===== config.mk =====
export PLATFORM = sky130hd
export DESIGN_NAME = dmem_arbiter
export DESIGN_NICKNAME = d
export VERILOG_FILES = /design/src/rtl/dmem_arbiter.sv
export SDC_FILE = /design/constraint.sdc
export NUM_CORES = 1
export LEC_CHECK = 0
export BUFFER_PORTS_ARGS = -buffer_cell sky130_fd_sc_hd__buf_2
export CELL_PAD_IN_SITES_DETAIL_PLACEMENT = 0
export CELL_PAD_IN_SITES_GLOBAL_PLACEMENT = 2
export CORE_MARGIN = 1
export CORE_UTILIZATION = 38
export DETAILED_ROUTE_END_ITERATION = 10
export PLACE_DENSITY_LB_ADDON = 0.1
export SLEW_MARGIN = 20
export SYNTH_ARGS = -nofsm -noshare
export SYNTH_HDL_FRONTEND = slang
export SYNTH_SLANG_ARGS = --single-unit

===== constraint.sdc =====
create_clock -name clk_i -period 2.5 [get_ports clk_i]
set_input_delay 0.375 -clock clk_i [delete_from_list [all_inputs] [get_ports clk_i]]
set_output_delay 0.375 -clock clk_i [all_outputs]
set_load 0.02 [all_outputs]

===== src/rtl/dmem_arbiter.sv =====
// Data-SRAM port 0 arbiter: the core has fixed priority with zero added latency; loader writes are
// queued in a small FIFO and drained on idle cycles. Define DMEM_ARB_STARVE_EN for a forced steal.
module dmem_arbiter #(
    parameter int ADDR_WIDTH   = 13,
    parameter int FIFO_DEPTH   = 4,
    parameter int STARVE_LIMIT = 16
) (
    input  logic                  clk_i,
    input  logic                  reset_i,
    input  logic                  core_csb_i,
    input  logic                  core_web_i,
    input  logic [3:0]            core_wmask_i,
    input  logic [ADDR_WIDTH-1:0] core_addr_i,
    input  logic [31:0]           core_data_i,
    output logic [31:0]           core_rdata_o,
    output logic                  core_rvalid_o,
    output logic                  core_stall_o,
    input  logic                  ldr_req_i,
    input  logic [ADDR_WIDTH-1:0] ldr_addr_i,
    input  logic [31:0]           ldr_data_i,
    input  logic [3:0]            ldr_wmask_i,
    output logic                  ldr_ready_o,
    output logic                  ldr_busy_o,
    output logic                  sram_csb_o,
    output logic                  sram_web_o,
    output logic [3:0]            sram_wmask_o,
    output logic [ADDR_WIDTH-1:0] sram_addr_o,
    output logic [31:0]           sram_din_o,
    input  logic [31:0]           sram_dout_i
);

    localparam int PTR_W = $clog2(FIFO_DEPTH);
    localparam int CNT_W = PTR_W + 1;

    if (FIFO_DEPTH < 2 || (FIFO_DEPTH & (FIFO_DEPTH - 1)) != 0 || STARVE_LIMIT < 1) begin : g_bad_param
        $error("dmem_arbiter: FIFO_DEPTH must be a power of 2 >= 2 and STARVE_LIMIT >= 1");
    end

    logic [ADDR_WIDTH-1:0] addr_mem [FIFO_DEPTH];
    logic [31:0]           data_mem [FIFO_DEPTH];
    logic [3:0]            mask_mem [FIFO_DEPTH];

    logic [PTR_W-1:0] wr_ptr_reg;
    logic [PTR_W-1:0] rd_ptr_reg;
    logic [CNT_W-1:0] count_reg;
    logic             rvalid_reg;

    logic fifo_full;
    logic fifo_empty;
    logic push;
    logic pop;
    logic steal;
    logic core_gnt;
    logic ldr_gnt;

    assign fifo_full  = (count_reg == CNT_W'(FIFO_DEPTH));
    assign fifo_empty = (count_reg == '0);
    assign push       = ldr_req_i & ~fifo_full;

`ifdef DMEM_ARB_STARVE_EN
    localparam int STARVE_W = $clog2(STARVE_LIMIT + 1);
    logic [STARVE_W-1:0] starve_cnt_reg;

    assign steal = ~fifo_empty & (starve_cnt_reg == STARVE_W'(STARVE_LIMIT));

    // Counts only cycles where the queue is blocked by the core; any pop restarts the wait.
    always_ff @(posedge clk_i or negedge reset_i) begin
        if (!reset_i) begin
            starve_cnt_reg <= '0;
        end else if (pop) begin
            starve_cnt_reg <= '0;
        end else if (!fifo_empty && core_gnt) begin
            starve_cnt_reg <= starve_cnt_reg + 1'b1;
        end
    end
`else
    assign steal = 1'b0;
`endif

    // The port is forced idle while reset is held, even if the core is selecting it.
    assign core_gnt = reset_i & ~core_csb_i & ~steal;
    assign ldr_gnt  = reset_i & ~core_gnt & ~fifo_empty;
    assign pop      = ldr_gnt;

    always_comb begin
        sram_csb_o   = 1'b1;
        sram_web_o   = 1'b1;
        sram_wmask_o = '0;
        sram_addr_o  = '0;
        sram_din_o   = '0;
        if (core_gnt) begin
            sram_csb_o   = 1'b0;
            sram_web_o   = core_web_i;
            sram_wmask_o = core_wmask_i;
            sram_addr_o  = core_addr_i;
            sram_din_o   = core_data_i;
        end else if (ldr_gnt) begin
            sram_csb_o   = 1'b0;
            sram_web_o   = 1'b0;
            sram_wmask_o = mask_mem[rd_ptr_reg];
            sram_addr_o  = addr_mem[rd_ptr_reg];
            sram_din_o   = data_mem[rd_ptr_reg];
        end
    end

    // Entry storage needs no reset: only the pointers and count decide what is valid.
    always_ff @(posedge clk_i) begin
        if (push) begin
            addr_mem[wr_ptr_reg] <= ldr_addr_i;
            data_mem[wr_ptr_reg] <= ldr_data_i;
            mask_mem[wr_ptr_reg] <= ldr_wmask_i;
        end
    end

    always_ff @(posedge clk_i or negedge reset_i) begin
        if (!reset_i) begin
            wr_ptr_reg <= '0;
            rd_ptr_reg <= '0;
            count_reg  <= '0;
            rvalid_reg <= 1'b0;
        end else begin
            if (push) begin
                wr_ptr_reg <= wr_ptr_reg + 1'b1;
            end
            if (pop) begin
                rd_ptr_reg <= rd_ptr_reg + 1'b1;
            end
            count_reg  <= count_reg + CNT_W'(push) - CNT_W'(pop);
            rvalid_reg <= core_gnt & core_web_i;
        end
    end

    assign core_rdata_o  = sram_dout_i;
    assign core_rvalid_o = rvalid_reg;
    assign core_stall_o  = steal;
    assign ldr_ready_o   = ~fifo_full;
    assign ldr_busy_o    = ~fifo_empty | ldr_gnt;

endmodule


==> metrics, run 1 <==
Biggest register data_mem; CP Cell Sequence buf_12, buf_12, mux4_2, a22o_1, buf_2; Critical Path Fanout Max 12; fin crit share 99.51%; Vias per Instance ~5.1; cell count after synthesis 393; Simple-Gate Fraction of Synth Area less than 1%; die height 150.1 um; Most common cell on crit path buf_12; Pre-antenna DRT Iters 4; clock buffer depth 3; gpl congestion about 0.7; Seq cells post-synth between 200 and 250; largest net degree at the start of global routing 54; main combinational cell family by area after synthesis multiplexers; yosys warns 0; # IOs roughly 220; slew margin rel. 50.33%; routed len/inst around 21 um; most instantiated cells after synthesis 196 x edfxtp_1, 49 x a22o_1, 48 x mux4_2; top_reg_cell synth edfxtp_1; hpwl dp around 11000 um; synthesized area per cell ~21 sq um; Mapped Area around 0.0083 sq mm; Final Hold Violating Endpoints 0; crit end category output pin; DIE WIDTH approximately 150 um; xor-xnor portion of the synthesized cell area less than 1%; CP startpoint kind flip-flop; max reg flops approximately 130; power consumption between 10000 and 15000 uW; count leader, synth edfxtp_1; FF-to-FF Start count_reg[1]$_DFF_PN0_; Fmax achieved 0.4020 GHz; crit path max-delay cell type mux4_2; Clock Skew approximately 0.018 ns; Final min period around 2.5 ns; Residual DRC 0; Routed Antenna Nets 0; Area Overhead vs Synth 20.96%; Syn Nets about 540; Worst-Margin Slew about 0.75 ns; CP Launch Point rd_ptr_reg[0]$_DFFE_PN0P_; Root Driver clkbuf_16; Overflow after GRT 0; Routed WL 17170 um; pre-CTS WS 0.3108 ns; Layout Utilization a little under half; CTS H-Tree Depth 1; Setup WS post-layout ~0.012 ns; Row Count 53; Hold WC Path Type in -> reg; Slew Viols, Final 0; initial DRC count approximately 160; RSZ-0062 raised after global routing true; PD cells around 1100 mW/mm^2; top post-synthesis cells by area edfxtp_1 71%, mux4_2 13%, a22o_1 5.2%; nets ~700; PortBufs around 160; Seq/Total Area, Yosys 73.04%; Initial Util just under 40%; EDFF count, synth between 150 and 200; largest registers data_mem (128), addr_mem (52), mask_mem (16); Yosys top cell by area edfxtp_1; sink of the worst hold path data_mem[3][21]$_DFFE_PP_; CP bufs+invs 3; layout cells sized above 1 between 40% and 50%; LEAKAGE between 0.003 and 0.004 uW; Die Footprint around 0.023 sq mm; reg2reg path depth 9; Critical Path RT between 2 and 2.5 ns; Post-Synth Adder-Cell Area about 1.1%; min-delay src ldr_data_i[21]; crit path kind reg -> out; fillcell total roughly 1800; post-synthesis mux area share a little over an eighth; CORE AREA roughly 0.021 sq mm; share of the synthesized area in the top cell type between 70% and 80%; slowest stage delay, CP about 0.54 ns; overall routing resource usage 15.53%; max_cap viols 0; vias in the first global route 4485; final setup vio count 0; maximum VDD drop around 0.00046 V; CTS tree built; Clock transition at path regs roughly 0.06 ns; Compound-Gate Fraction of Synth Area under 10%; Post-synth ARST share between 3 and 4%; first-pass GRT wire length between 20000 and 30000 um; status completed; Worst Path Arrival roughly 2.1 ns; Clk Latency, worst-skew pair between 0.5 and 0.6 ns; Hold Crit Depth 1; CTS sink count between 200 and 250; Top Family by Delay on Critical Path multiplexers; Distinct cells, synth 27; Vias around 4200; CTS Buf Count 23; reg2reg end count_reg[2]$_DFF_PN0_; Reg2Reg Setup Slack ~0.33 ns; initial antenna violation count 4
[placed cells by master, fill, tap and decap left out, types with 2 or more instances in the layout]
| master | netlist | final |
|---|---|---|
| dfrtp_1 | 8 | 6 |
| diode_2 | 0 | 2 |
| buf_2 | 5 | 153 |
| clkbuf_8 | 0 | 3 |
| buf_12 | 5 | 10 |
| clkbuf_16 | 0 | 23 |
| clkinv_2 | 0 | 5 |
| buf_6 | 1 | 6 |
| buf_4 | 33 | 8 |
| dlygate4sd3_1 | 0 | 2 |
| ha_1 | 6 | 6 |
| clkbuf_1 | 13 | 3 |
| clkinv_1 | 0 | 4 |
| mux4_2 | 48 | 49 |
| a22o_1 | 49 | 49 |
| edfxtp_1 | 196 | 196 |
| and3_2 | 4 | 4 |
| inv_1 | 7 | 7 |
| xnor2_1 | 4 | 4 |
[metal layers]
layer | routed length, um | global-route usage, %
met1 | 7028 | 19.52
met2 | 8630 | 26.74
met3 | 1004 | 3.140
met4 | 497 | 5.253
met5 | 10 | 0
[worst register-to-register path, delay by kind of cell (launching register included)]
kind / cells / cell delay (ns)
xor gates and xnor gates: 2 / 0.26
adders and majority gates: 3 / 0.68
buffers and inverters: 2 / 0.09
DFF: 1 / 0.40
and+or+nand+nor: 2 / 0.63
[kinds of logic after synthesis]
logic type	count (synthesis)
compound gates	51
xor+xnor	5
fa+ha+maj	7
buf+inv	64
flops	204
mux	50
other cells	1
simple gates	11
[report_power, final]
group          internal, uW  switching, uW
Sequential             4530            172
Clock                  1870           1250
Combinational          1620           1760
Total                  8010           3190
[stage by stage]
stage	TNS [ns]	area (sq um)	hold slack [ns]	cells
after floorplan	0	8332	0.07941	393
after global placement	0	9270	0.1842	783
after detailed placement	0	9270	0.1819	783
after CTS	-0.08365	10050	0.06159	830
after global routing	-1.184	10070	0.07269	830
final	0	10080	0.08289	832
[worst max-delay path by stage]
| stage | end | cells past startpoint |
|---|---|---|
| 6_report | sram_din_o[5] | 5 |
| 5_1_grt | sram_din_o[12] | 5 |
| 4_1_cts | sram_din_o[21] | 5 |
| 3_5_place_dp | count_reg[2]$_DFF_PN0_ | 9 |
| 3_3_place_gp | count_reg[2]$_DFF_PN0_ | 9 |
| 2_1_floorplan | count_reg[2]$_DFF_PN0_ | 9 |
[area by class of cell]
type	count	area [sq um]	area share, %
diodes	2	5.005	0.04966
repair buffers	179	1114	11.05
well taps	275	344.1	3.414
flip-flops and latches	204	6091	60.43
clock inverters	11	78.83	0.7821
clock buffers	29	628.1	6.232
inverters	7	26.28	0.2607
multi-input cells	125	1792	17.78
[what timing repair did]
action | 4_1_cts | 5_1_grt
setup buffers | 5 | 0
setup endpoints to repair | 42 | 40
gates resized for setup | 3 | 7
endpoints found under the hold margin | 8 | 0
hold buffers | 2 | 0
Power figures use the tool's default switching activity.
==> run 2: changes to the inputs <==
- CELL_PAD_IN_SITES_DETAIL_PLACEMENT: 0 -> 1
- CELL_PAD_IN_SITES_GLOBAL_PLACEMENT: 2 -> 1
- CORE_UTILIZATION: 38 -> 44
- CTS_CLUSTER_SIZE: default -> 14
- PLACE_DENSITY: default -> 0.79
- PLACE_DENSITY_LB_ADDON: 0.1 -> default
==> run 2 against run 1 <==
  * The flow now finishes with violations (negative setup slack)
  * Power grew 3.8%
  * Global-route usage grew 3.3 points
  * Non-clock buffer count grew 3
  * Clock skew shrank 0.013 ns
  * Sequential cell count is the same
  * Final area grew 0.77%
  * Core utilization grew 8.2 points
  * Sequential power grew 0.9%
  * Largest power group unchanged
==> metrics, run 2 (synthesis gave the netlist of run 1 again) <==
Clock transition at path regs 0.06 ns (about the same); overall routing resource usage 18.81% (was 15.53%); layout cells sized above 1 48.75% (was 48.83%); gpl congestion 0.7242 (was 0.7038); Post-Place Cell Area 0.009130 sq mm (was 0.009270 sq mm); vias in the first global route 4816 (was 4485); LEAKAGE 0.003766 uW (was 0.003710 uW); Hold Crit Depth 1 (unchanged); die height 139.6 um (was 150.1 um); Final min period 2.501 ns (was 2.488 ns); CTS H-Tree Depth 1 (unchanged); Row Count 49 (was 53); Routed WL 18620 um (was 17170 um); RSZ-0062 raised after global routing true (unchanged); Critical Path Fanout Max 6 (was 12); Fmax achieved 0.3999 GHz (was 0.4020 GHz); crit end category output pin (unchanged); Die Footprint 0.01949 sq mm (was 0.02252 sq mm); CTS tree built (unchanged); clock buffer depth 3 (unchanged); reg2reg path depth 9 (unchanged); Biggest register data_mem (unchanged); nets 684 (was 682); crit path kind reg -> out (unchanged); crit path max-delay cell type mux4_2 (unchanged); Pre-antenna DRT Iters 4 (unchanged); most frequent cells in the layout 196 x edfxtp_1, 140 x buf_2, 49 x a22o_1 (was 196 x edfxtp_1, 153 x buf_2, 49 x mux4_2, 49 x a22o_1, 23 x clkbuf_16); Final Cell Area 0.01016 sq mm (was 0.01008 sq mm); Root Driver clkbuf_16 (unchanged); status finished, violations left (was completed); hpwl dp 11320 um (was 10580 um); fin crit share 100.0% (was 99.51%); Residual DRC 0 (unchanged); Setup WS post-layout -0.0006128 ns (was 0.01237 ns); Initial Util 45.60% (was 39.14%); initial antenna violation count 2 (was 4); Worst Path Arrival 2.13 ns (was 2.11 ns); Hold WC Path Type in -> reg (unchanged); Critical Path RT 2.12 ns (about the same); routed len/inst 23.66 um (was 20.64 um); CP startpoint kind flip-flop (unchanged); CTS Buf Count 22 (was 23); DIE WIDTH 139.6 um (was 150.1 um); max_cap viols 0 (unchanged); slew margin rel. 47.77% (was 50.33%); Vias 4315 (was 4230); n_diodes 0 (was 2); Area Overhead vs Synth 21.90% (was 20.96%); CTS sink count 204 (unchanged); Overflow after GRT 0 (unchanged); Routed Antenna Nets 0 (unchanged); Final Hold Violating Endpoints 0 (unchanged); PD cells 1145 mW/mm^2 (was 1111 mW/mm^2); # IOs 222 (unchanged); slowest stage delay, CP 0.50 ns (was 0.54 ns); failing checks negative setup slack; max reg flops 128 (unchanged); Vias per Instance 5.483 (was 5.084); pre-CTS WS 0.2270 ns (was 0.3108 ns); Clock Skew 0.005125 ns (was 0.01802 ns); most common cell after layout, fill and taps aside edfxtp_1 (unchanged); power consumption 11630 uW (was 11200 uW); maximum VDD drop 0.0006630 V (was 0.0004590 V); largest net degree at the start of global routing 50 (was 54); Clk Latency, worst-skew pair 0.49 ns (was 0.51 ns); Slew Viols, Final 0 (unchanged); initial DRC count 227 (was 162); PortBufs 156 (unchanged); largest registers data_mem (128), addr_mem (52), mask_mem (16) (unchanged); CORE AREA 0.01827 sq mm (was 0.02129 sq mm); Worst-Margin Slew 0.7835 ns (was 0.7450 ns); CP Cell Sequence clkbuf_4, clkbuf_16, mux4_2, a22o_1, buf_2 (was buf_12, buf_12, mux4_2, a22o_1, buf_2); first-pass GRT wire length 27410 um (was 25590 um); final setup vio count 1 (was 0)
## run 2: cell type report
type | instances | area (sq um)
Timing Repair Buffer | 182 | 1204
Clock buffer | 29 | 598.1
Sequential cell | 204 | 6091
Multi-Input combinational cell | 125 | 1795
Fill cell | 1664 | 8114
Tap cell | 229 | 286.5
Clock inverter | 11 | 155.1
Inverter | 7 | 26.28
## run 2: power by group
part / internal (uW) / switching, uW
logic: 1750 / 1810
registers: 4540 / 201
clock network: 2090 / 1240
total: 8380 / 3240
## run 2: what timing repair did
| action | 4_1_cts | 5_1_grt |
|---|---|---|
| hold buffers | 1 | 0 |
| hold endpoints to repair | 8 | 0 |
| endpoints found under the setup margin | 45 | 45 |
| gates cloned | 0 | 3 |
| setup buffers | 3 | 4 |
| gates resized for setup | 0 | 37 |
## run 2: metal layers
metal / GRT usage [%] / up-vias / routed length (um)
li1: - / 1894 / -
met1: 22.33 / 2201 / 7038
met2: 33.64 / 161 / 9748
met3: 4.233 / 55 / 1307
met4: 6.709 / 4 / 507
met5: 0 / - / 23
## run 2: critical path: cells and delay by family, from the launching register on
kind	cells	cell delay, ns
buffers and inverters	3	0.51
multiplexers	1	0.50
flip-flops	1	0.42
AO/OA/AOI/OAI	1	0.19
## run 2: path summary, 6_finish.rpt
check / startpoint / end / slack [ns]
max: rd_ptr_reg[0]$_DFFE_PN0P_ / sram_din_o[4] / -0.0006
min: ldr_data_i[17] / data_mem[0][17]$_DFFE_PP_ / 0.09
max reg2reg: count_reg[1]$_DFF_PN0_ / count_reg[2]$_DFF_PN0_ / 0.22
min reg2reg: count_reg[0]$_DFF_PN0_ / count_reg[0]$_DFF_PN0_ / 0.57
max in group asynchronous: reset_i / rd_ptr_reg[0]$_DFFE_PN0P_ / 1.80
min in group asynchronous: reset_i / wr_ptr_reg[1]$_DFFE_PN0P_ / 0.38
## run 2: through the flow
step,hold WS [ns],utilization (%),instances,TNS [ns]
5_1_grt,0.07791,55.59,787,-1.350
3_3_place_gp,0.2463,49.97,736,0
3_5_place_dp,0.2481,49.97,736,0
6_report,0.09397,55.59,787,-0.0006128
4_1_cts,0.07632,54.27,780,-0.4415
2_1_floorplan,0.07941,-,393,0
==> run 3: changes to the inputs <==
- CORE_UTILIZATION: 44 -> 48
- CTS_CLUSTER_SIZE: 14 -> default
- PLACE_DENSITY: 0.79 -> 0.85
- clock period: 2.5 -> 3.2 ns (I/O delays scaled with it)
==> run 3 against run 2 <==
  * Critical path depth decreased by 1
  * Clock power decreased by 31%
  * Global-route usage increased by 3.0 points
  * Final cell count decreased by 3.0%
  * Count of clock-buffer cells in the layout decreased by 6
  * First-iteration DRC count decreased by 0.44%
  * The flow now finishes without violations
==> metrics, run 3 (synthesis gave the netlist of run 1 again) <==
status completed (was finished, violations left); first-pass GRT wire length 28480 um (was 27410 um); Vias 4380 (was 4315); Pre-antenna DRT Iters 4 (unchanged); CP startpoint kind flip-flop (unchanged); Flop pwr share 45.5% (was 40.8%); largest registers data_mem (128), addr_mem (52), mask_mem (16) (unchanged); Post-Place Cell Area 0.009139 sq mm (was 0.009130 sq mm); Setup WS post-layout 0.2273 ns (was -0.0006128 ns); Net Sw Power 2498 uW (was 3242 uW); min-delay src ldr_data_i[24] (was ldr_data_i[17]); fillcell total 1500 (was 1664); dpl cells 723 (was 736); post_cts resized 0 (unchanged); Initial Util 49.71% (was 45.60%); hpwl dp 12250 um (was 11320 um); Final Hold Violating Endpoints 0 (unchanged); largest net degree at the start of global routing 42 (was 50); crit path max-delay cell type dfrtp_4 (was mux4_2); die height 133.8 um (was 139.6 um); Layout Utilization 58.43% (was 55.59%); # IOs 222 (unchanged); Root Driver clkbuf_16 (unchanged); Fmax achieved ~0.34 GHz; final setup vio count 0 (was 1); initial DRC count 226 (was 227); Worst Path Arrival 2.49 ns (was 2.13 ns); total negative slack 0 ns (was -0.0006128 ns); Vias per Instance 5.740 (was 5.483); Hold WC Path Type in -> reg (unchanged); crit path kind reg -> out (unchanged); PortBufs 156 (unchanged); max_cap viols 0 (unchanged); Reg2Reg Setup Slack 0.92 ns (was 0.22 ns); fin crit share 92.90%; Area Overhead vs Synth 17.54% (was 21.90%); most common cell after layout, fill and taps aside edfxtp_1 (unchanged); reg2reg end count_reg[2]$_DFF_PN0_ (unchanged); layout cells sized above 1 48.24% (was 48.75%); Row Count 47 (was 49); overall routing resource usage 21.79% (was 18.81%); Top Family by Delay on Critical Path flip-flops (was buffers and inverters); CTS tree built (unchanged); Overflow after GRT 0 (unchanged); CP Launch Point rd_ptr_reg[0]$_DFFE_PN0P_ (unchanged); PD cells 861.2 mW/mm^2 (was 1145 mW/mm^2); Routed WL 19050 um (was 18620 um); gpl congestion 0.6871 (was 0.7242); clock buffer depth 3 (unchanged); Routed Antenna Nets 0 (unchanged); Worst-Margin Slew 0.7077 ns (was 0.7835 ns); DIE WIDTH 133.8 um (was 139.6 um); Residual DRC 0 (unchanged); internal power 5935 uW (was 8383 uW); FF+latch area 0.006091 sq mm (unchanged); nets 669 (was 684); Clock transition at path regs 0.06 ns (about the same); Sw Share 29.62% (was 27.89%); RSZ-0062 raised after global routing false (was true); Final Cell Area 0.009793 sq mm (was 0.01016 sq mm); CTS sink count 204 (unchanged); vias in the first global route 4872 (was 4816); Multi-input gate area 0.001795 sq mm (unchanged); Biggest register data_mem (unchanged); Final min period a little under 3 ns; pre-CTS WS 0.7100 ns (was 0.2270 ns); Post-Layout Cell Count 763 (was 787); slowest stage delay, CP 0.68 ns (was 0.50 ns); Clock Skew 0.01422 ns (was 0.005125 ns); CP Cell Sequence buf_4, mux4_2, a22o_1, buf_2 (was clkbuf_4, clkbuf_16, mux4_2, a22o_1, buf_2); Stages on worst setup path 4 (was 5); portion of total power attributed to combinational logic 27.4% (was 30.6%); Slew Viols, Final 0 (unchanged); Critical Path RT 2.72 ns (was 2.12 ns); max reg flops 128 (unchanged); CP bufs+invs 2 (was 3); most frequent cells in the layout 196 x edfxtp_1, 156 x buf_2, 49 x a22o_1 (was 196 x edfxtp_1, 140 x buf_2, 49 x a22o_1); CTS Buf Count 21 (was 22); CTS H-Tree Depth 1 (unchanged); Critical Path Fanout Max 20 (was 6); reg2reg path depth 7 (was 9); slew margin rel. 52.82% (was 47.77%); Die Footprint 0.01789 sq mm (was 0.01949 sq mm); maximum VDD drop 0.0005267 V (was 0.0006630 V); LEAKAGE 0.003603 uW (was 0.003766 uW); routed len/inst 24.97 um (was 23.66 um); CORE AREA 0.01676 sq mm (was 0.01827 sq mm); crit path to sram_din_o[21] (was sram_din_o[4]); crit end category output pin (unchanged); FF-to-FF Start count_reg[1]$_DFF_PN0_ (unchanged); Clock Power Share 27.2% (was 28.6%); Clk Latency, worst-skew pair 0.50 ns (was 0.49 ns); initial antenna violation count 3 (was 2)
[run 3: repair_timing]
action | 4_1_cts | 5_1_grt
buffers inserted | 0 | 0
endpoints found under the setup margin | 0 | 0
hold buffers | 1 | 0
endpoints found under the hold margin | 8 | 0
[run 3: power by group through the flow]
stage                     Clock (uW)  Combinational, uW  Sequential [uW]
after floorplan                    0               1910             3670
after global placement             0               2270             3850
after detailed placement           0               2330             3900
after CTS                       2330               2360             3860
after global routing            2420               2470             3900
final                           2290               2310             3840
[run 3: final cells by class]
type	count	area share, %
clock buffers	23	5.443
well taps	220	2.811
flip-flops and latches	204	62.19
clock inverters	14	1.086
multi-input cells	125	18.33
inverters	7	0.2683
diodes	2	0.05111
repair buffers	168	9.812
[run 3: how the worst min path moves through the flow]
stage	to	depth (start not counted)	slack, ns
2_1_floorplan	core_rvalid_o$_DFF_PN0_	0	0.18
3_3_place_gp	core_rvalid_o$_DFF_PN0_	1	0.36
3_5_place_dp	core_rvalid_o$_DFF_PN0_	1	0.36
4_1_cts	data_mem[3][24]$_DFFE_PP_	1	0.18
5_1_grt	addr_mem[3][11]$_DFFE_PP_	1	0.19
6_report	data_mem[3][24]$_DFFE_PP_	1	0.20
[run 3: per-layer routing]
metal / track usage (%) / vias up / wire length, um
li1: - / 1870 / -
met1: 26.10 / 2254 / 7253
met2: 38.20 / 184 / 9677
met3: 4.604 / 70 / 1422
met4: 9.091 / 2 / 683
met5: 0 / - / 13
[run 3: stage by stage]
stage | power, uW | hold slack [ns]
final | 8434 | 0.1979
after global routing | 8781 | 0.1892
after CTS | 8546 | 0.1812
after detailed placement | 6235 | 0.3628
after global placement | 6112 | 0.3601
after floorplan | 5583 | 0.1844
